### src/rtl/vga_bounce_box.sv
// ----------------------------------------------------------------------------
// vga_bounce_box
//   Pixel generator for VGA_Sync. A solid BOX_SIZE x BOX_SIZE box moves STEP
//   pixels per frame on each axis and bounces off the edges of the active
//   area. The box colour advances on every wall hit. A 1-pixel white border
//   frames the active area over a flat background. RGB is registered, giving
//   exactly one cycle of latency from the coordinate inputs.
//
// Ports
//   iCLK          in   1   pixel clock
//   rst           in   1   synchronous active-high reset
//   pixel_count   in   10  current x coordinate
//   line_count    in   10  current y coordinate
//   video_on      in   1   high inside the active area
//   VGA_V_SYNC    in   1   vertical sync, active low
//   stop          in   1   freezes motion; drawing continues
//   red           out  10  red level
//   green         out  10  green level
//   blue          out  10  blue level
//   bounce_count  out  8   wall hits, wraps modulo 256
// ----------------------------------------------------------------------------
module vga_bounce_box #(
    parameter int unsigned H_ACTIVE = 640,
    parameter int unsigned V_ACTIVE = 480,
    parameter int unsigned BOX_SIZE = 32,
    parameter int unsigned STEP     = 2,
    parameter logic [9:0]  BG_COLOR = 10'h040
) (
    input  logic       iCLK,
    input  logic       rst,
    input  logic [9:0] pixel_count,
    input  logic [9:0] line_count,
    input  logic       video_on,
    input  logic       VGA_V_SYNC,
    input  logic       stop,
    output logic [9:0] red,
    output logic [9:0] green,
    output logic [9:0] blue,
    output logic [7:0] bounce_count
);

    // Motion limits and drawing constants, all widened to 11 bits so that
    // position +/- STEP and position + BOX_SIZE never wrap.
    localparam logic [10:0] C_LX     = 11'(H_ACTIVE - BOX_SIZE);
    localparam logic [10:0] C_LY     = 11'(V_ACTIVE - BOX_SIZE);
    localparam logic [10:0] C_STEP   = 11'(STEP);
    localparam logic [10:0] C_BOX    = 11'(BOX_SIZE);
    localparam logic [9:0]  C_H_LAST = 10'(H_ACTIVE - 1);
    localparam logic [9:0]  C_V_LAST = 10'(V_ACTIVE - 1);
    localparam logic [9:0]  C_WHITE  = 10'h3FF;
    localparam logic [9:0]  C_GREY   = 10'h200;

    // State
    logic       r_vs_d;
    logic [9:0] r_x_pos;
    logic [9:0] r_y_pos;
    logic       r_dir_x;      // 0: moving +, 1: moving -
    logic       r_dir_y;
    logic [2:0] r_color_idx;
    logic [7:0] r_bounce;
    logic [9:0] r_red;
    logic [9:0] r_green;
    logic [9:0] r_blue;

    // Combinational
    logic        w_tick;
    logic        w_adv;
    logic [11:0] w_x_nxt;     // {hit, dir, pos}
    logic [11:0] w_y_nxt;
    logic        w_hit;
    logic        w_border;
    logic        w_in_box;
    logic [10:0] w_px;
    logic [10:0] w_py;
    logic [10:0] w_x_lo;
    logic [10:0] w_y_lo;
    logic [10:0] w_x_hi;
    logic [10:0] w_y_hi;
    logic [9:0]  w_box_r;
    logic [9:0]  w_box_g;
    logic [9:0]  w_box_b;
    logic [9:0]  w_red;
    logic [9:0]  w_green;
    logic [9:0]  w_blue;

    // One axis of motion. Returns {hit, new_dir, new_pos}.
    function automatic logic [11:0] axis_next(
        input logic [9:0]  pos,
        input logic        dir_neg,
        input logic [10:0] limit
    );
        logic [10:0] pos_ext;
        logic [10:0] pos_inc;
        logic [11:0] res;
        pos_ext = {1'b0, pos};
        pos_inc = pos_ext + C_STEP;
        if (!dir_neg) begin
            if (pos_inc >= limit) begin
                res = {1'b1, 1'b1, limit[9:0]};
            end else begin
                res = {1'b0, 1'b0, pos_inc[9:0]};
            end
        end else begin
            if (pos_ext <= C_STEP) begin
                res = {1'b1, 1'b0, 10'd0};
            end else begin
                res = {1'b0, 1'b1, pos - C_STEP[9:0]};
            end
        end
        return res;
    endfunction

    // Frame tick on the falling edge of vsync; motion only when not stopped.
    assign w_tick  = r_vs_d & ~VGA_V_SYNC;
    assign w_adv   = w_tick & ~stop;

    assign w_x_nxt = axis_next(r_x_pos, r_dir_x, C_LX);
    assign w_y_nxt = axis_next(r_y_pos, r_dir_y, C_LY);
    // A corner hit counts once.
    assign w_hit   = w_x_nxt[11] | w_y_nxt[11];

    // Drawing decode
    assign w_px   = {1'b0, pixel_count};
    assign w_py   = {1'b0, line_count};
    assign w_x_lo = {1'b0, r_x_pos};
    assign w_y_lo = {1'b0, r_y_pos};
    assign w_x_hi = w_x_lo + C_BOX;
    assign w_y_hi = w_y_lo + C_BOX;

    assign w_border = (pixel_count == 10'd0) || (pixel_count == C_H_LAST) ||
                      (line_count == 10'd0)  || (line_count == C_V_LAST);
    assign w_in_box = (w_px >= w_x_lo) && (w_px < w_x_hi) &&
                      (w_py >= w_y_lo) && (w_py < w_y_hi);

    // Colour index 0 would be black on black-ish background, so show grey.
    always_comb begin
        if (r_color_idx == 3'd0) begin
            w_box_r = C_GREY;
            w_box_g = C_GREY;
            w_box_b = C_GREY;
        end else begin
            w_box_r = {10{r_color_idx[2]}};
            w_box_g = {10{r_color_idx[1]}};
            w_box_b = {10{r_color_idx[0]}};
        end
    end

    // Priority: blanking gate, border, box, background.
    always_comb begin
        w_red   = BG_COLOR;
        w_green = BG_COLOR;
        w_blue  = BG_COLOR;
        if (!video_on) begin
            w_red   = 10'd0;
            w_green = 10'd0;
            w_blue  = 10'd0;
        end else if (w_border) begin
            w_red   = C_WHITE;
            w_green = C_WHITE;
            w_blue  = C_WHITE;
        end else if (w_in_box) begin
            w_red   = w_box_r;
            w_green = w_box_g;
            w_blue  = w_box_b;
        end
    end

    always_ff @(posedge iCLK) begin
        if (rst) begin
            r_vs_d      <= 1'b1;
            r_x_pos     <= 10'd0;
            r_y_pos     <= 10'd0;
            r_dir_x     <= 1'b0;
            r_dir_y     <= 1'b0;
            r_color_idx <= 3'd0;
            r_bounce    <= 8'd0;
            r_red       <= 10'd0;
            r_green     <= 10'd0;
            r_blue      <= 10'd0;
        end else begin
            r_vs_d  <= VGA_V_SYNC;
            r_red   <= w_red;
            r_green <= w_green;
            r_blue  <= w_blue;
            if (w_adv) begin
                r_x_pos <= w_x_nxt[9:0];
                r_dir_x <= w_x_nxt[10];
                r_y_pos <= w_y_nxt[9:0];
                r_dir_y <= w_y_nxt[10];
                if (w_hit) begin
                    r_bounce    <= r_bounce + 8'd1;
                    r_color_idx <= r_color_idx + 3'd1;
                end
            end
        end
    end

    assign red          = r_red;
    assign green        = r_green;
    assign blue         = r_blue;
    assign bounce_count = r_bounce;

endmodule

### config.mk
export PLATFORM = sky130hd
export DESIGN_NAME = vga_bounce_box
export DESIGN_NICKNAME = d
export VERILOG_FILES = /design/src/rtl/vga_bounce_box.sv
export SDC_FILE = /design/constraint.sdc
export NUM_CORES = 1
export LEC_CHECK = 0
export ABC_CLOCK_PERIOD_IN_PS = 4700
export CAP_MARGIN = 10
export CORE_MARGIN = 3
export CORE_UTILIZATION = 25
export DETAILED_ROUTE_END_ITERATION = 7
export PLACE_DENSITY = 0.5
export RECOVER_POWER = 50
export SLEW_MARGIN = 20
export SYNTH_ARGS = -nofsm -noshare
export SYNTH_HDL_FRONTEND = slang
export SYNTH_SLANG_ARGS = --single-unit
### constraint.sdc
create_clock -name iCLK -period 4.7 [get_ports iCLK]
set_input_delay 0.94 -clock iCLK [delete_from_list [all_inputs] [get_ports iCLK]]
set_output_delay 0.94 -clock iCLK [all_outputs]
set_load 0.02 [all_outputs]
==> run summary <==
I/O Buffers = 62
Critical Path AT = 3.44 ns
Final Hold Viols = 0
final instance area = 0.004444 sq mm
DRC Markers = 0
placed cell areas = 0.004305 sq mm
Die Span Y = 127.6 microns
num rows = 43
delay of the slowest critical-path stage = 0.52 ns
final core occ = 31.41%
share of cells above drive strength 1 = 6.478%
Non-Filler Instances = 674
RSZ-0062 raised after global routing = false
Wirelength per Cell = 15.14 microns
clk_skew = 0.005874 ns
fin crit share = 69.52%
nets@finish = 560
setup ws final = 1.432 ns
core box area = 0.01415 sq mm
number of max-cap violations = 1
Post-Syn Area per Cell = 7.931 sq um
cts repair resizes = 0
Placer Congestion = 0.8703
CP endpoint kind = flip-flop
DR iter-0 viols = 244
Mapped Cells = 466
total CTS buffers = 5
first-pass GRT wire length = 16.87 mm
Cell Area, Synth = 0.003696 sq mm
Synth warnings = 0
largest net degree at the start of global routing = 37
HP Class = reg -> reg
global-route usage over all layers = 12.54%
Slowest-stage cell, CP = a2111o_1
final wirelength = 10.21 mm
Max Clock Freq = 306.0 MHz
status = finished with violations
Seq/Total Area, Yosys = 22.21%
Inst Count DP = 667
Setup Viol. Count Final = 0
full die area = 0.01628 sq mm
post-DP HPWL = 7.899 mm
Vias/cell = 5.196
CTS root buf = clkbuf_16
1st-pass router iterations = 4
Req. time, crit path = 4.88 ns
H-tree levels = 2
CTS sink count = 41
total setup buffers inserted after CTS = 0
# diodes = 0
initial antenna violation count = 0
TNS Setup = 0 ns
vias in the first global route = 3,389
LEAKAGE = 1.673 nW
pwr/cell area = 190.3 mW/mm^2
Slew @ Worst Pin = 1.680 ns
Yosys cell types = 70
Crit Path Class = in -> reg
Ports = 63
Routed Antenna Nets = 0
most frequent cells in the layout = ha_1 (41), dfxtp_1 (41), dlygate4sd3_1 (33)
EDFF count, synth = 0
startpoint types = primary input
insertion delay of the later-clocked pin in the worst-skew pair = 0.29 ns
maximum vdd drop = 0.0001291 V
Async SR Flop Fraction = 0%
CP top delay family = compound AO/OA/AOI/OAI gates
clock slew at reported path FFs = 0.06 ns
CP max FO = 6
Synth Net Count = 532
max-slew violations = 37
vias = 3,502
number of synthesized register bits = 41
Synth Flop Type = dfxtp_1
Hold Buf Count CTS = 0
# fillers = 1,525
grt total ovfl = 0
min cycle time layout = 3.268 ns
failing checks = capacitance limit, slew limit
CTS max path bufs = 2
Crit path buffers/inverters = 1
Max-slew headroom = -12.00%
CTS tree = built
Area Growth Syn to Fin = 20.24%
Initial Utilization = 26.12%
worst slack at placement = 1.086 ns
crit path cell chain = clkdlybuf4s50_1 -> ha_1 -> o21ai_0 -> a22oi_1 -> and4_1 -> o311a_1 -> a2111o_1 -> o41ai_1
Die X = 127.6 microns
==> sequential cells by signal, indices dropped and copies added, names as in the netlist, 3 cells and up <==
| name | flops |
|---|---|
| blue | 3 |
| bounce_count | 8 |
| green | 3 |
| r_color_idx | 3 |
| r_x_pos | 9 |
| r_y_pos | 9 |
| red | 3 |
==> worst reg2reg max path: stages, from the launching register on <==
cell      delay, ns
dfxtp_1        0.45
inv_1          0.25
ha_1           0.22
nor4bb_1       0.21
a21oi_1        0.10
o21ai_1        0.59
o211ai_1       0.54
a211oi_1       0.38
mux2_2         0.36
==> synth_stat cells (2+ instances only) <==
library cell  count  area, sq um
a2111oi_0         2        17.52
a211oi_1          8        60.06
a21o_1           10        75.07
a21oi_1          28        140.1
a221o_1           2        20.02
a221oi_1          4        35.03
a22oi_1           6        45.04
a31oi_1           5        31.28
a41oi_1           4        35.03
and2_1            3        18.77
and3_1            4        25.02
and4_1            4        35.03
buf_1             2        7.510
buf_2             6        30.03
buf_4            24        180.2
clkbuf_1         13        48.80
dfxtp_1          41        820.8
ha_1             41        513.0
inv_1            29        108.9
mux2_2            9        101.4
mux2i_1           4        40.04
nand2_1          30        112.6
nand3_1          17        85.08
nand4_1          14        87.58
nor2_1           31        116.4
nor2b_1          10        62.56
nor3_1           13        65.06
nor4_1            5        31.28
o2111a_1          2        22.52
o2111ai_1         2        17.52
o211ai_1          3        22.52
o21a_1            4        30.03
o21ai_0          23        115.1
o22a_1            2        17.52
o22ai_1           6        37.54
o311a_1           2        20.02
o41ai_1           6        52.55
or2_2             4        25.02
or3_1             4        25.02
xnor2_1           9        78.83
==> layer usage <==
layer	global-route usage, %	vias to the layer above	part of all wire [%]
li1	-	1774	-
met1	16.00	1655	46
met2	21.71	61	49
met3	2.508	12	3.6
met4	3.059	0	1.5
met5	0	-	0
==> cell families after synthesis <==
logic type	Yosys count	synth area share [%]
AO/OA/AOI/OAI	136	26.27
buffers and inverters	76	10.36
flip-flops	41	22.21
AND/OR/NAND/NOR	150	21.33
adder cells (fa/ha/maj)	41	13.88
multiplexers	13	3.825
XOR/XNOR	9	2.133
==> metrics by stage <==
step,total power [mW],hold WS [ns]
4_1_cts,0.8589,0.5232
2_1_floorplan,0.4498,0.4768
3_3_place_gp,0.5047,0.5038
3_5_place_dp,0.5078,0.5118
6_report,0.8458,0.5226
5_1_grt,0.8860,0.5598
==> power by group <==
group	internal (mW)	total (mW)	switching, mW
registers	0.353	0.359	0.00644
clock network	0.209	0.348	0.139
logic	0.0618	0.139	0.0770
total	0.623	0.846	0.222
==> path summary, 6_finish.rpt <==
check	startpoint	endpoint	slack, ns	cells after the start
setup / recovery	line_count[1]	red[9]	1.43	8
setup reg to reg	r_x_pos[5]	r_color_idx[2]	1.50	8
hold / removal	bounce_count[1]	bounce_count[1]	0.52	2
hold reg to reg	bounce_count[1]	bounce_count[1]	0.52	2
==> final cells by class <==
class	instances	area, sq um	share of cell area (%)
Multi-Input combinational cell	349	2492	56.08
Tap cell	180	225.2	5.068
Clock buffer	7	142.6	3.209
Sequential cell	41	820.8	18.47
Timing Repair Buffer	66	646.9	14.56
Inverter	31	116.4	2.618
No activity file was read; power rests on OpenSTA's default activity.
